**config.mk**
```make
export PLATFORM = sky130hd
export DESIGN_NAME = pll_lock_supervisor
export DESIGN_NICKNAME = d
export VERILOG_FILES = /design/src/rtl/pll_sup_pkg.sv /design/src/rtl/sync_bits.sv /design/src/rtl/pll_lock_supervisor.sv
export SDC_FILE = /design/constraint.sdc
export NUM_CORES = 1
export LEC_CHECK = 0
export CAP_MARGIN = 20
export CORE_AREA = 3 3 55 57
export DETAILED_ROUTE_END_ITERATION = 10
export DIE_AREA = 0 0 58 60
export PLACE_DENSITY = 0.79
export SYNTH_ARGS = -nofsm -noshare
export SYNTH_HDL_FRONTEND = slang
export SYNTH_HIERARCHICAL = 1
export SYNTH_SLANG_ARGS = --single-unit
```
**constraint.sdc**
```tcl
create_clock -name clk -period 5.1 [get_ports clk]
set_input_delay 0.51 -clock clk [delete_from_list [all_inputs] [get_ports clk]]
set_output_delay 0.51 -clock clk [all_outputs]
set_load 0.02 [all_outputs]
```
**src/rtl/pll_sup_pkg.sv**
```systemverilog
// Shared types and constants for the PLL lock supervisor.
package pll_sup_pkg;

  typedef enum logic [2:0] {
    PLL_RST   = 3'd0,
    WAIT_LOCK = 3'd1,
    STABLE    = 3'd2,
    READY     = 3'd3
  } pll_sup_state_t;

  localparam int LOSS_CNT_W = 8;

  function automatic int max3(input int a, input int b, input int c);
    int m;
    m = (a > b) ? a : b;
    return (m > c) ? m : c;
  endfunction

endpackage

```
**src/rtl/sync_bits.sv**
```systemverilog
// Multi-flop synchronizer for a bus of independent asynchronous bits.
module sync_bits #(
  parameter int WIDTH = 1,
  parameter int DEPTH = 2
) (
  input  logic             clk,
  input  logic             rst,
  input  logic [WIDTH-1:0] d,
  output logic [WIDTH-1:0] q
);

  genvar gi;
  generate
    for (gi = 0; gi < DEPTH; gi++) begin : g_stage
      logic [WIDTH-1:0] q_reg;
      if (gi == 0) begin : g_first
        always_ff @(posedge clk or posedge rst) begin
          if (rst) q_reg <= '0;
          else     q_reg <= d;
        end
      end else begin : g_next
        always_ff @(posedge clk or posedge rst) begin
          if (rst) q_reg <= '0;
          else     q_reg <= g_stage[gi-1].q_reg;
        end
      end
    end
  endgenerate

  assign q = g_stage[DEPTH-1].q_reg;

endmodule

```
**src/rtl/pll_lock_supervisor.sv**
```systemverilog
// Drives PLL reset and qualifies lock before releasing sys_ready.
// Optional loss counter built only when PLL_LOSS_COUNT_EN is defined.
module pll_lock_supervisor
  import pll_sup_pkg::*;
#(
  parameter int N_PLL          = 2,
  parameter int SYNC_STAGES    = 2,
  parameter int ARESET_CYCLES  = 16,
  parameter int STABLE_CYCLES  = 1024,
  parameter int TIMEOUT_CYCLES = 65536
) (
  input  logic                  clk,
  input  logic                  rst,
  input  logic [N_PLL-1:0]      locked_async,
  input  logic                  force_relock,
  output logic                  pll_areset,
  output logic                  sys_ready,
  output logic                  lock_lost,
  output logic [LOSS_CNT_W-1:0] loss_count,
  output logic [2:0]            state_dbg
);

  localparam int MAX_CNT = max3(ARESET_CYCLES, STABLE_CYCLES, TIMEOUT_CYCLES);
  localparam int CNT_W   = (MAX_CNT > 1) ? $clog2(MAX_CNT) : 1;

  localparam logic [CNT_W-1:0] ARESET_LAST  = CNT_W'(ARESET_CYCLES - 1);
  localparam logic [CNT_W-1:0] STABLE_LAST  = CNT_W'(STABLE_CYCLES - 1);
  localparam logic [CNT_W-1:0] TIMEOUT_LAST = CNT_W'(TIMEOUT_CYCLES - 1);

  logic [N_PLL-1:0] locked_sync;
  logic             all_locked;

  pll_sup_state_t   state_reg, state_next;
  logic [CNT_W-1:0] cnt_reg, cnt_next;
  logic             lost_next;
  logic             pll_areset_reg, sys_ready_reg, lock_lost_reg;

  sync_bits #(
    .WIDTH (N_PLL),
    .DEPTH (SYNC_STAGES)
  ) u_lock_sync (
    .clk (clk),
    .rst (rst),
    .d   (locked_async),
    .q   (locked_sync)
  );

  assign all_locked = &locked_sync;

  // force_relock overrides everything, including a simultaneous lock loss.
  always_comb begin
    state_next = state_reg;
    lost_next  = 1'b0;
    if (force_relock) begin
      state_next = PLL_RST;
    end else begin
      case (state_reg)
        PLL_RST: begin
          if (cnt_reg == ARESET_LAST) state_next = WAIT_LOCK;
        end
        WAIT_LOCK: begin
          if (all_locked)                  state_next = STABLE;
          else if (cnt_reg == TIMEOUT_LAST) state_next = PLL_RST;
        end
        STABLE: begin
          if (!all_locked)                state_next = WAIT_LOCK;
          else if (cnt_reg == STABLE_LAST) state_next = READY;
        end
        READY: begin
          if (!all_locked) begin
            state_next = WAIT_LOCK;
            lost_next  = 1'b1;
          end
        end
        default: state_next = PLL_RST;
      endcase
    end
  end

  // READY has no timed exit, so the counter is parked there to avoid wrapping.
  always_comb begin
    cnt_next = cnt_reg + 1'b1;
    if (force_relock || (state_next != state_reg)) cnt_next = '0;
    else if (state_reg == READY)                   cnt_next = cnt_reg;
  end

  always_ff @(posedge clk or posedge rst) begin
    if (rst) begin
      state_reg      <= PLL_RST;
      cnt_reg        <= '0;
      pll_areset_reg <= 1'b1;
      sys_ready_reg  <= 1'b0;
      lock_lost_reg  <= 1'b0;
    end else begin
      state_reg      <= state_next;
      cnt_reg        <= cnt_next;
      pll_areset_reg <= (state_next == PLL_RST);
      sys_ready_reg  <= (state_next == READY);
      lock_lost_reg  <= lost_next;
    end
  end

`ifdef PLL_LOSS_COUNT_EN
  logic [LOSS_CNT_W-1:0] loss_count_reg;

  always_ff @(posedge clk or posedge rst) begin
    if (rst)                                   loss_count_reg <= '0;
    else if (lost_next && (loss_count_reg != '1)) loss_count_reg <= loss_count_reg + 1'b1;
  end

  assign loss_count = loss_count_reg;
`else
  assign loss_count = '0;
`endif

  assign pll_areset = pll_areset_reg;
  assign sys_ready  = sys_ready_reg;
  assign lock_lost  = lock_lost_reg;
  assign state_dbg  = state_reg;

endmodule
```
-- Yosys cells after proc, flatten, opt, wreduce, memory -nomap -nowiden
Index checks and enable logic that the tools add are counted.
W data, S select, Z words.
- register bits: 26
- input port bits: 5
- output and inout bits: 14
- logic and storage cells: 34
- $add $sub $neg: 1
- equal/unequal tests: 9
- multiplexer cells: 13
- reductions and logical operators: 4
- operator list (operator ; count):
    $mux W16 ; 2
    $mux W3 ; 7
    $add A16 B1 Y16 const B ; 1
    $eq A16 B10 Y1 const B ; 1
    $eq A16 B16 Y1 const B ; 1
    $eq A16 B4 Y1 const B ; 1
    $pmux W3 S4 ; 1
    $eq A3 B2 Y1 const B ; 3
    $logic_not A3 Y1 ; 2
    $eq A3 B1 Y1 const B ; 1
    $mux W1 ; 3
    $ne A3 B3 Y1 ; 1
    $ne A2 B2 Y1 const B ; 1
    $reduce_and A2 Y1 ; 1
    $logic_or A1 B1 Y1 ; 1

-- Logic depth before layout (Yosys ltp)
Gate-level depths: netlist of run 1.
- word-level depth: 8
- gate-level depth with buffers: 8
- depth with buffers taken out: 6

-- By module
The synthesis of run 1 kept the hierarchy.
- by module, submodules not included (module ; instances ; cells each ; area an instance (µm²) ; sequential area each (µm²)):
    pll_lock_supervisor ; 1 ; 132 ; 1302.5 ; 551.8
    sync_bits ; 1 ; 5 ; 103.8 ; 100.1

-- Worst setup path before layout of run 1
Ideal clock, no wire load.
- path type: register to register
- start: register cnt_reg[0]
- end: register cnt_reg[1]
- library setup time: 73 ps
- arrival time: 2022 ps
- required time: 5027 ps
- path slack: 3005 ps
- stages on the path, launching flop included: 9
- buffers on the path: 2
- period minus slack after synthesis: 2095 ps
- cells stage by stage: dfrtp_1 ha_1 nand3_1 or4_1 and4b_4 or3_1 buf_6 buf_12 a21oi_2
- longest elaborated chain between the ends: 8
- elaborated cells on any way between the ends: 16
- those cells by class: 1 x add/sub; 5 x eq/ne; 9 x mux; 1 x reduce/logical
- RTL lines (what ; line ; text):
    from (decl) ; pll_lock_supervisor.sv:34 ; logic [CNT_W-1:0] cnt_reg, cnt_next;
    from (signal assigned) ; pll_lock_supervisor.sv:96 ; cnt_reg <= cnt_next;
    $eq A16 B10 Y1 or $eq A16 B16 Y1 (tied branches) ; pll_lock_supervisor.sv:67, pll_lock_supervisor.sv:63 ;
    $mux W3, on equally long branches ; pll_lock_supervisor.sv:67, pll_lock_supervisor.sv:63 ;
    $mux W3, on equally long branches ; pll_lock_supervisor.sv:66, pll_lock_supervisor.sv:62 ;
    $pmux W3 S4 ; pll_lock_supervisor.sv:57 ; case (state_reg)
    $mux W3 ; pll_lock_supervisor.sv:54 ; if (force_relock) begin
    $ne A3 B3 Y1 ; pll_lock_supervisor.sv:83 ; if (force_relock || (state_next != state_reg)) cnt_next = '0;
    $logic_or A1 B1 Y1 ; pll_lock_supervisor.sv:83 ;
    $ne A2 B2 Y1 (no source line) or $mux W16 (tied branches) ; -- ;
Parallel ways exist; a longest one is shown, timed or not. The select of a mux whose other input is x is not followed.
A chain may end at the register's enable or synchronous reset.

-- Worst setup path after layout of run 1
- start: register cnt_reg[0]
- end: register cnt_reg[9]
The elaborated chain is that of the path after synthesis.

==> impl.org, run 1 <==
** Status
- The run finished with clean final reports.

** Synthesis
- Average footprint of a synthesized cell :: 10.3 sq um
- By area, the combinational part of the netlist is dominated by simple AND/OR/NAND/NOR gates.
- Count of different cell masters after synthesis :: 37
- In the synthesized netlist, the number of instances is 137.
- Summing the areas of all and, or, nand and nor instances in the mapped netlist gives 20.1% of the synthesized area.
- Summed over all instances, the cell type with the most area after synthesis is sky130_fd_sc_hd__dfrtp_1.
- Share of flip-flops with an asynchronous set or reset :: 100%
- Area fraction in compound gates after synthesis :: 13.7%
- Adder-cell area share of the yosys netlist :: 0.890%
- Total number of yosys warnings :: 6
- Among all flip-flop cells after synthesis, the most frequent one is sky130_fd_sc_hd__dfrtp_1.
- Sequential fraction of the synthesis area :: 46.4%
- The synthesized design devotes to its leading area cell type 44.5% of total area.
- By area the synthesized netlist is led by sky130_fd_sc_hd__dfrtp_1 44%, sky130_fd_sc_hd__a21oi_2 5.6%, sky130_fd_sc_hd__xor2_1 5.6%.
- Post-Synth XOR/XNOR Area :: 9.34%
- Measured against the total synthesized area, the mux share comes to 0.712%.
- Number of enable flip-flop cells after synthesis :: 0
- Flip-flop and latch count after synthesis :: 26
- Mapped cell area :: 1410 sq um

** Setup path
- The startpoint identified for the worst register-to-register timing path is cnt_reg[0].
- The critical path contains buffers and inverters numbering 0 combined.
- The signal on the critical path passes through ha_1 > nand3_1 > or4_1 > and4b_4 > o2111ai_2 > a21oi_1.
- The worst setup path is launched from a register.
- Setup crit start :: cnt_reg[0]
- Among all stages on the critical path, the largest delay is contributed by sky130_fd_sc_hd__o2111ai_2.
- Path type of the worst setup path :: reg -> reg
- The worst setup path is captured at a register.
- Of all nets on the critical path, the largest fanout is 15.
- In this design, the largest share of critical-path delay is due to compound AO/OA/AOI/OAI gates.
- Data arrival at the endpoint of the critical path :: 2.70 ns
- On the worst path, the slowest cell contributes a delay of 0.70 ns.
- Required time worst endpoint :: 5.29 ns

** Min path
- The worst hold path belongs to the class in -> async.

** Clocking
- Clock Sinks :: 26
- Number of gates resized after CTS :: 0
- Worst-Skew Late Latency :: 0.32 ns
- Number of H-tree levels :: 1
- Root buf cell :: sky130_fd_sc_hd__clkbuf_4
- Buffers inserted during clock tree synthesis total 3.
- Number of buffers inserted by hold repair at cts :: 0
- Longest Clk Path Bufs :: 2
- The number of setup buffers added after CTS is 0.
- TritonCTS clock tree :: done
- Clock input transition at the sequential cells of the worst setup and hold paths :: 0.14 ns

** Final layout
- Largest register FFs :: 16
- The repair_antennas step left the layout with diodes totalling 0.
- In the layout the commonest cells are 25 x sky130_fd_sc_hd__dfrtp_1, 10 x sky130_fd_sc_hd__clkdlybuf4s50_1, 9 x sky130_fd_sc_hd__xor2_1, 9 x sky130_fd_sc_hd__a21oi_2, 9 x sky130_fd_sc_hd__conb_1.
- Most frequent standard cell in the layout excluding fill and tap cells :: sky130_fd_sc_hd__dfrtp_1
- Post-synthesis to final-layout area growth :: 7.83%
- Non-filler cells in the finished layout :: 175
- The final layout contains 152 nets.
- Of the cells placed in the final design, the portion with a size suffix greater than 1 is 11.7%.

** Flow run
- Across the run, the number of max-cap violations was 0.

** Timing
- Largest clock skew in the final design :: 0.00388 ns
- The final critical path takes up 49.3% of the cycle.
- RSZ-0062 raised after global routing :: false
- Setup violations remaining at the end of the flow were counted as 0.
- Period minus WS final :: 2.52 ns
- F_max :: 0.398 GHz
- Final setup margin :: 2.58 ns
- The hold violation count in the final report came to 0.
- Setup_tns :: 0 ns
- Number of pins with negative max-slew slack in the final report :: 0
- Worst Tran Pin Value :: 0.886 ns
- Headroom to the max-slew limit came out at 40.9%.

** Global route
- For this run the aggregate overflow at the end of global routing stands at 0.
- The number of antenna violations at the first check in global routing is 0.
- Pin count of the biggest net entering global routing :: 23
- Via count of the first global-routing pass :: 1045
- Global router's overall resource usage :: 17.6%
- Wire length of the first global-routing pass :: 4670 um

** Floorplan
- Initial core utilization :: 55.8%
- The total area inside the core boundary comes to 2520 sq um.
- Die Footprint :: 3480 sq um
- Floorplan row count :: 18
- Horizontal die dimension :: 58 um
- For this design the top-level I/O count stands at 19.
- The die is 60 um tall.

** Routing
- For this run, design rule violations remaining after detail routing come to 0.
- Routed Antenna Nets :: 0
- In the final routed layout, each cell accounts on average for 15.2 um.
- After the first detailed-routing iteration, the DRC count stood at 34.
- The routed layout has 1015 vias.
- Wires add up to 2660 um.
- Using the TritonRoute via totals, the vias-per-cell ratio works out to 5.80.
- The first detailed-routing pass ran for 4 iterations.

** Placement
- Hpwl dp :: 1980 um
- During placement, the flow inserted port buffers numbering 10.
- Placed Cells :: 171
- Placer Congestion :: 0.845
- Worst setup slack before clock tree synthesis :: 2.57 ns

** Pwr
- Largest vdd supply drop :: 0.263 mV
- In this run the static leakage power is 0.617 nW.
- Overall power consumption after layout is estimated at 0.375 mW.
- Power Dens Cells :: 247 nW/um^2
[cells by family (layout without fill, tap and decap cells)]
group	Yosys count	after routing
DFF	26	26
and+or+nand+nor	51	51
AOI/OAI and AO/OA	25	25
buffers and inverters	17	17
adders and majority gates	1	1
xor gates and xnor gates	15	15
muxes	1	1
other	1	9
[layout make-up]
type	count	area [sq um]
fill	219	1010
multi-input combinational	102	663
sequential	26	652
timing repair buffer	10	100
tap	30	37.5
clock inverter	1	30.0
clock buffer	3	22.5
inverter	3	11.3
[worst register-to-register path: stages, from the launching register on]
cell and delay, ns:
sky130_fd_sc_hd__dfrtp_1 0.44, sky130_fd_sc_hd__ha_1 0.22, sky130_fd_sc_hd__nand3_1 0.09, sky130_fd_sc_hd__or4_1 0.53
sky130_fd_sc_hd__and4b_4 0.23, sky130_fd_sc_hd__o2111ai_2 0.70, sky130_fd_sc_hd__a21oi_1 0.17
[per-layer routing]
layer  GRT usage [%]  share of wire (%)  vias up
li1                -                  -      487
met1            22.1                 44      497
met2            29.7                 50       27
met3            4.54                4.8        4
met4            5.63                1.4        0
met5               0                  0        -
[power by group]
group          internal (mW)  switching, mW  leakage (nW)
registers              0.209        0.00239         0.347
clock network         0.0795         0.0602        0.0279
logic                0.00694         0.0172         0.242
total                  0.295         0.0797         0.617
[worst paths after layout]
check | endpoint | slack [ns] | cells after the start
worst max-delay path | cnt_reg[9] | 2.58 | 6
worst min-delay path | u_lock_sync/g_stage[0].q_reg[1] | 0.37 | 2
worst max register to register | cnt_reg[9] | 2.58 | 6
worst min register to register | u_lock_sync/q[0] | 0.38 | 0
max in group asynchronous | cnt_reg[15] | 3.92 | 2
min in group clk | u_lock_sync/q[0] | 0.38 | 0
[Yosys cell counts, types with 2 or more instances]
library cell and count:
sky130_fd_sc_hd__and2_1 3, sky130_fd_sc_hd__clkbuf_1 3, sky130_fd_sc_hd__nor4_1 2, sky130_fd_sc_hd__dfrtp_1 25, sky130_fd_sc_hd__and3_1 6, sky130_fd_sc_hd__xnor2_1 6, sky130_fd_sc_hd__nor2_1 8, sky130_fd_sc_hd__nand4_1 5
sky130_fd_sc_hd__buf_4 9, sky130_fd_sc_hd__nand3_1 7, sky130_fd_sc_hd__and4_1 2, sky130_fd_sc_hd__nor3_1 4, sky130_fd_sc_hd__nand2_1 8, sky130_fd_sc_hd__o21ai_0 3, sky130_fd_sc_hd__a21oi_1 6, sky130_fd_sc_hd__a21oi_2 9
sky130_fd_sc_hd__inv_1 3, sky130_fd_sc_hd__xor2_1 9
[through the flow]
stage	cell area, sq um	utilization [%]	hold slack [ns]
6_report	1520	60.1	0.371
5_1_grt	1520	60.1	0.389
3_3_place_gp	1460	58.0	0.333
4_1_cts	1520	60.1	0.367
3_5_place_dp	1460	58.0	0.345
2_1_floorplan	1440	-	0.276
No activity file was read; power rests on OpenSTA's default activity.
==> run 2: changes to the inputs <==
--- a/config.mk
+++ b/config.mk
@@ -6,10 +6,10 @@
 export NUM_CORES = 1
 export LEC_CHECK = 0
 export CAP_MARGIN = 20
-export CORE_AREA = 3 3 55 57
+export CORE_AREA = 3 3 59 61
 export DETAILED_ROUTE_END_ITERATION = 10
-export DIE_AREA = 0 0 58 60
-export PLACE_DENSITY = 0.79
+export DIE_AREA = 0 0 62 64
+export PLACE_DENSITY = 0.73
 export SYNTH_ARGS = -nofsm -noshare
 export SYNTH_HDL_FRONTEND = slang
 export SYNTH_HIERARCHICAL = 1
==> constraint.sdc (replaced) <==
create_clock -name clk -period 2.3 [get_ports clk]
set_input_delay 0.23 -clock clk [delete_from_list [all_inputs] [get_ports clk]]
set_output_delay 0.23 -clock clk [all_outputs]
set_load 0.02 [all_outputs]
==> run 2 against run 1 <==
Hold slack got worse by 0.26 ns. First-iteration DRC count rose by 26%. Largest power group unchanged. Final cell count rose by 9.7%. Worst setup slack got worse by 2.5 ns. Sequential power rose by 120%. Global-route usage fell by 3.6 points. Critical endpoint is now cnt_reg[10]. Sequential share of layout area fell by 1.0 points.
==> impl.org, run 2 (synthesis gave the netlist of run 1 again) <==
** Clocking
- Clock Sinks :: 26 (unchanged)
- The TritonCTS buffer count came to 3 (unchanged).
- In this run the clock root is driven by a sky130_fd_sc_hd__clkbuf_4.
- The post-CTS setup buffer count came to 0 (unchanged).
- Longest Clk Path Bufs :: 2 (unchanged)
- The number of hold buffers added after CTS is 0 (unchanged).
- TritonCTS clock tree :: done
- Worst-Skew Late Latency :: 0.31 ns (about the same)
- Number of H-tree levels :: 1 (unchanged)
- The number of gates resized after cts is 0 (unchanged).
- Clock input transition at the sequential cells of the worst setup and hold paths :: 0.13 ns (about the same)

** Setup path
- The critical path starts at cnt_reg[0].
- The worst register-to-register path begins at cnt_reg[0].
- The data arrival time at the worst-slack endpoint came to 2.44 ns (-0.26 ns).
- The maximum fanout along the worst path is 16 (+1).
- The critical path ends at cnt_reg[10].
- Logic depth of the worst register-to-register path :: 7 (+1)
- Worst R2R Setup Slack :: 0.11 ns (-2.48 ns)
- The required time of the worst setup path came to 2.54 ns (-2.75 ns).
- Path type of the worst setup path :: reg -> reg
- Reg2reg end :: cnt_reg[10]
- The worst setup path is captured at a register.
- Critical path launch point type :: register

** Pwr
- The sequential fraction of design power came to 62.9% (+6.6 points).
- The static power due to leakage was 0.631 nW (+2.2%).
- The share of total power consumed by net switching is 22.6% (+1.4 points).
- Total Power :: 0.745 mW (+98%)
- Largest vdd supply drop :: 0.207 mV (-21%)
- Power Dens Cells :: 480 nW/um^2 (+94%)
- The part of the total power dissipated in the clock network came to 29.9% (-7.3 points).
- The reported net switching power is 0.168 mW (+110%).
- Internal cell power :: 0.576 mW (+95%)
- Combinational share of power :: 7.2% (+0.8 points)

** Min path
- In this run the worst hold path is classified as in -> async.

** Placement
- The number of instances in the placed design came to 188 (+9.9%).
- Placer Congestion :: 0.798 (-5.6%)
- The detailed-placement wirelength estimate was 1900 um (-4.2%).
- IO Port Bufs :: 10 (unchanged)

** Flow run
- The number of max-cap violations is 0 (unchanged).

** Routing
- Routed via count :: 990 (-2.5%)
- The number of antenna-violating nets in the routed design is 0 (unchanged).
- The ratio of routed vias to standard cells came to 5.16 (-11%).
- The wire length per cell was 12.8 um (-16%).
- The iteration count of the initial detailed-routing pass was 4 (unchanged).
- DRT iter0 DRCs :: 43 (+26%)
- The residual DRC count was 0 (unchanged).
- The total wirelength of the detailed-routed design came to 2460 um (-7.6%).

** Status
- Status :: complete, no violations

** Final layout
- In the layout the commonest cells are 25 x sky130_fd_sc_hd__dfrtp_1, 10 x sky130_fd_sc_hd__clkdlybuf4s50_1, 9 x sky130_fd_sc_hd__xor2_1, 9 x sky130_fd_sc_hd__a21oi_2, 9 x sky130_fd_sc_hd__conb_1.
- Antenna diode count :: 0 (unchanged)
- Non-filler cells in the finished layout :: 192 (+9.7%)
- The count of filler cells inserted in the layout was 269 (+23%).
- Compared with the post-synthesis result, the final layout area differs by 10.4%.
- The library cell used most frequently in the layout, excluding fill and tap cells, is sky130_fd_sc_hd__dfrtp_1.
- The number of flip-flops in the largest register came to 16 (unchanged).
- The ratio of cells with drive above 1 in the final layout is 13.5% (+1.8 points).
- The final-stage net count is 155 (+2.0%).

** Timing
- Number of pins with negative max-slew slack in the final report :: 0 (unchanged)
- Period minus WS final :: 2.19 ns (-0.323 ns)
- Worst Tran Pin Value :: 0.800 ns (-0.0866 ns)
- Largest clock skew in the final design :: 0.00806 ns (+0.00418 ns)
- Final worst-path cycle share :: 95.3% (+46 points)
- Final hold viol count :: 0 (unchanged)
- Setup_tns :: 0 ns (unchanged)
- Headroom to the max-slew limit :: 46.6% (+5.7 points)
- The total setup violations reported at the end of the flow came to 0 (unchanged).
- F_max :: 0.456 GHz (+15%)
- Setup repair after global routing left no endpoint under its margin.

** Floorplan
- Die outline height :: 64 um (+6.7%)
- The starting density of the core was 46.4% (-9.3 points).
- The overall die width is 62 um (+6.9%).
- Io pins :: 19 (unchanged)
- The total number of placement rows is 20 (+2).
- The area enclosed by the die boundary came to 3970 sq um (+14%).
- The area of the core region came to 3030 sq um (+20%).

** Global route
- Antenna violations before repair :: 0 (unchanged)
- The global-route total usage across every layer was 14.0% (-3.6 points).
- The aggregate global routing overflow was 0 (unchanged).
- The via count of the first global-routing pass was 975 (-6.7%).
- The pin count of the biggest net entering global routing came to 23 (unchanged).
- Wire length of the first global-routing pass :: 4240 um (-9.2%)
-- run 2: cell types whose count changed in the layout (fill, tap and decap cells not counted), sizes merged --
cell,delta
buf,+3
clkbuf,+1
bufinv,-1
-- run 2: worst min path at each step --
stage	endpoint	slack [ns]	cells past startpoint
final	u_lock_sync/g_stage[0].q_reg[0]	0.11	2
after global routing	u_lock_sync/q[1]	0.11	2
after CTS	u_lock_sync/g_stage[0].q_reg[1]	0.10	2
after detailed placement	u_lock_sync/q[0]	0.33	0
after global placement	u_lock_sync/q[0]	0.34	0
after floorplan	u_lock_sync/g_stage[0].q_reg[0]	-0.004	1
-- run 2: power by group through the flow --
stage / clock [mW] / combinational, mW / sequential [mW]
5_1_grt: 0.255 / 0.0605 / 0.469
3_5_place_dp: 0 / 0.0544 / 0.477
3_3_place_gp: 0 / 0.0530 / 0.476
6_report: 0.223 / 0.0538 / 0.468
4_1_cts: 0.236 / 0.0545 / 0.468
2_1_floorplan: 0 / 0.0529 / 0.477
-- run 2: layout make-up --
class | instances | area [sq um] | share of cell area, %
multi-input cells | 102 | 663 | 42.7
flip-flops and latches | 26 | 652 | 42.0
inverters | 3 | 11.3 | 0.725
clock buffers | 4 | 36.3 | 2.34
well taps | 44 | 55.1 | 3.55
repair buffers | 13 | 135 | 8.70
-- run 2: metal layers --
metal	track usage, %	vias up	routed length [um]
met4	4.77	0	18
met1	16.4	483	1060
met3	2.42	2	55
li1	-	493	-
met5	0	-	0
met2	24.6	12	1330
-- run 2: through the flow --
step	utilization, %	worst slack [ns]	hold WS, ns	area [sq um]
global route	51.3	0.00314	0.114	1550
floorplan	-	0.205	-0.00392	1440
global placement	50.1	0.204	0.335	1520
detailed placement	50.1	0.137	0.335	1520
CTS	51.3	0.110	0.101	1550
finish	51.3	0.108	0.107	1550
-- run 2: critical path, cell delays in order (launching register included) --
cell and delay (ns):
sky130_fd_sc_hd__dfrtp_1 0.42, sky130_fd_sc_hd__ha_1 0.20, sky130_fd_sc_hd__nand3_1 0.08, sky130_fd_sc_hd__or4_1 0.54, sky130_fd_sc_hd__and4b_4 0.23, sky130_fd_sc_hd__or3_1 0.30, sky130_fd_sc_hd__buf_4 0.21, sky130_fd_sc_hd__a21oi_2 0.14
==> run 3: changes to the inputs <==
--- a/config.mk
+++ b/config.mk
@@ -6,10 +6,12 @@
 export NUM_CORES = 1
 export LEC_CHECK = 0
 export CAP_MARGIN = 20
-export CORE_AREA = 3 3 59 61
+export CELL_PAD_IN_SITES_DETAIL_PLACEMENT = 0
+export CELL_PAD_IN_SITES_GLOBAL_PLACEMENT = 2
+export CORE_AREA = 3 3 72 74
 export DETAILED_ROUTE_END_ITERATION = 10
-export DIE_AREA = 0 0 62 64
-export PLACE_DENSITY = 0.73
+export DIE_AREA = 0 0 75 77
+export PLACE_DENSITY = 0.74
 export SYNTH_ARGS = -nofsm -noshare
 export SYNTH_HDL_FRONTEND = slang
 export SYNTH_HIERARCHICAL = 1
==> run 3 against run 2 <==
Sequential power barely moved. Via count increased by 4.4%. Worst setup slack got worse by 0.038 ns. Final cell count is 7.3% higher. Hold slack improved by 0.048 ns. Global-route usage shrank 3.2 points.
==> impl.org, run 3 (synthesis gave the netlist of run 1 again) <==
** Final layout
- Filler instances :: 469 (+74%)
- The utilization after layout was 35.1% (-16 points).
- Area taken by flip-flops and latches :: 652 sq um (unchanged)
- Compared with the post-synthesis result, the final layout area differs by 16.2%.
- Non-filler cells in the finished layout :: 206 (+7.3%)
- Most frequent standard cell in the layout excluding fill and tap cells :: sky130_fd_sc_hd__dfrtp_1
- Share of layout cells above drive strength 1 :: 16.4% (+2.9 points)
- The number of inserted diodes came to 0 (unchanged).
- Largest register FFs :: 16 (unchanged)
- The final-stage net count was 159 (+2.6%).
- Commonest non-fill, non-tap cells in the layout :: 25 x sky130_fd_sc_hd__dfrtp_1, 10 x sky130_fd_sc_hd__a21oi_2, 10 x sky130_fd_sc_hd__clkdlybuf4s50_1
- The area of the multi-input gates was 667 sq um (+0.57%).

** Global route
- Via count of the first global-routing pass :: 1046 (+7.3%)
- Overflow left after global routing :: 0 (unchanged)
- Global router's overall resource usage :: 10.8% (-3.2 points)
- Wire length of the first global-routing pass :: 4910 um (+16%)
- The number of antenna violations at the first check in global routing was 0 (unchanged).
- The pin count of the biggest net entering global routing is 23 (unchanged).

** Setup path
- The required time of the worst setup path came to 2.50 ns (-0.04 ns).
- Path type of the worst setup path :: reg -> reg
- Kind of end point of the critical path :: register
- Critical path launch point type :: register
- Data arrival at the endpoint of the critical path :: 2.43 ns (about the same)
- Maximum net fanout on the critical path :: 16 (unchanged)

** Pwr
- The cell area power density was 554 nW/um^2 (+16%).
- The static power due to leakage is 0.664 nW (+5.3%).
- Largest vdd supply drop :: 0.195 mV (-5.7%)

** Timing
- Final worst-path cycle share :: 97.0% (+1.6 points)
- The total negative slack was 0 ns (unchanged).
- The top achievable clock speed was 0.448 GHz (-1.7%).
- RSZ-0062 raised after global routing :: false
- The post-route minimum period is 2.23 ns (+0.0379 ns).
- The total setup violations reported at the end of the flow came to 0 (unchanged).
- The largest clock skew in the final design came to 0.00110 ns (-0.00696 ns).
- Final setup margin :: 0.0698 ns (-0.0379 ns)
- Worst Tran Pin Value :: 0.624 ns (-0.176 ns)
- Headroom to the max-slew limit :: 57.3% (+11 points)
- The total count of max-transition violations in the final report came to 0 (unchanged).
- Worst Hold Margin :: 0.155 ns (+0.0477 ns)
- The hold violation count in the final report is 0 (unchanged).

** Clocking
- The number of hold buffers added after CTS came to 0 (unchanged).
- The tree is rooted in a sky130_fd_sc_hd__clkbuf_8.
- Longest Clk Path Bufs :: 2 (unchanged)
- The TritonCTS buffer count was 3 (unchanged).
- TritonCTS built the clock tree.
- Clock input transition at the sequential cells of the worst setup and hold paths :: 0.09 ns (-0.04 ns)
- The maximum level of the CTS H-tree came to 1 (unchanged).
- The total number of clock tree sinks is 26 (unchanged).
- Worst-Skew Late Latency :: 0.27 ns (-0.04 ns)

** Floorplan
- The area of the core region came to 4660 sq um (+54%).
- Floorplan row count :: 25 (+25%)
- Initial core utilization :: 30.2% (-16 points)
- Die Footprint :: 5780 sq um (+46%)
- The overall die width is 75 um (+21%).
- The number of ports placed on the die boundary is 19 (unchanged).
- The height of the chip is 77 um (+20%).

** Status
- Status :: complete, no violations

** Placement
- Placer Congestion :: 0.837 (+4.9%)
- The number of buffers added on ports was 10 (unchanged).
- The number of instances in the placed design is 201 (+6.9%).
- Worst setup slack before clock tree synthesis :: 0.00347 ns (-0.134 ns)
- Hpwl dp :: 2150 um (+13%)

** Routing
- Vias per Instance :: 5.02 (-2.7%)
- The residual DRC count came to 0 (unchanged).
- DRT iter0 DRCs :: 36 (-16%)
- The total wirelength of the detailed-routed design is 2890 um (+17%).
- The iteration count of the initial detailed-routing pass came to 4 (unchanged).
- Wire length per cell after detailed routing :: 14.0 um (+9.2%)
- The number of antenna-violating nets in the routed design is 0 (unchanged).
- The via count of the routed design came to 1034 (+4.4%).

** Min path
- Worst Hold Class :: in -> async

** Flow run
- The number of max-cap violations was 0 (unchanged).
-- run 3: worst max-delay path, stage by stage, from the launching register on --
cell and delay [ns]:
sky130_fd_sc_hd__dfrtp_1 0.41, sky130_fd_sc_hd__ha_1 0.20, sky130_fd_sc_hd__nand3_1 0.09, sky130_fd_sc_hd__or4_1 0.54
sky130_fd_sc_hd__and4b_4 0.24, sky130_fd_sc_hd__or3_1 0.30, sky130_fd_sc_hd__buf_4 0.22, sky130_fd_sc_hd__a21oi_1 0.15
-- run 3: worst paths after layout --
path	slack [ns]	to	cells past startpoint	startpoint
setup / recovery	0.07	cnt_reg[7]	7	cnt_reg[0]
hold / removal	0.15	u_lock_sync/g_stage[0].q_reg[1]	2	rst
setup reg to reg	0.07	cnt_reg[7]	7	cnt_reg[0]
hold reg to reg	0.37	u_lock_sync/q[0]	0	u_lock_sync/g_stage[0].q_reg[0]
max in group asynchronous	1.70	pll_areset	3	rst
min in group clk	0.37	u_lock_sync/q[0]	0	u_lock_sync/g_stage[0].q_reg[0]
-- run 3: timing repair --
action,4_1_cts,5_1_grt
gates resized for setup,0,1
setup buffers,0,1
endpoints found under the setup margin,0,3
-- run 3: area by class of cell --
type | instances | area share (%)
Sequential cell | 26 | 39.9
Clock buffer | 3 | 2.53
Multi-Input combinational cell | 102 | 40.8
Inverter | 3 | 0.689
Tap cell | 54 | 4.13
Timing Repair Buffer | 17 | 10.1
Clock inverter | 1 | 1.84
-- run 3: per-layer routing --
| layer | vias up | GRT usage (%) | wire, um |
|---|---|---|---|
| li1 | 499 | - | - |
| met1 | 511 | 13.2 | 1280 |
| met2 | 18 | 18.1 | 1470 |
| met3 | 6 | 2.49 | 85 |
| met4 | 0 | 3.91 | 50 |
| met5 | - | 0 | 0 |
-- run 3: per-stage QoR --
stage               cell area (sq um)  power [mW]
floorplan                        1440       0.530
global placement                 1550       0.533
detailed placement               1550       0.535
CTS                              1620       0.913
global route                     1630       0.944
finish                           1630       0.906
-- run 3: power by group --
part	switching, mW	internal, mW	total, mW	leakage [nW]
Clock	0.146	0.233	0.379	0.0357
Combinational	0.0396	0.0197	0.0593	0.281
Sequential	0.00497	0.463	0.468	0.347
Total	0.190	0.715	0.906	0.664
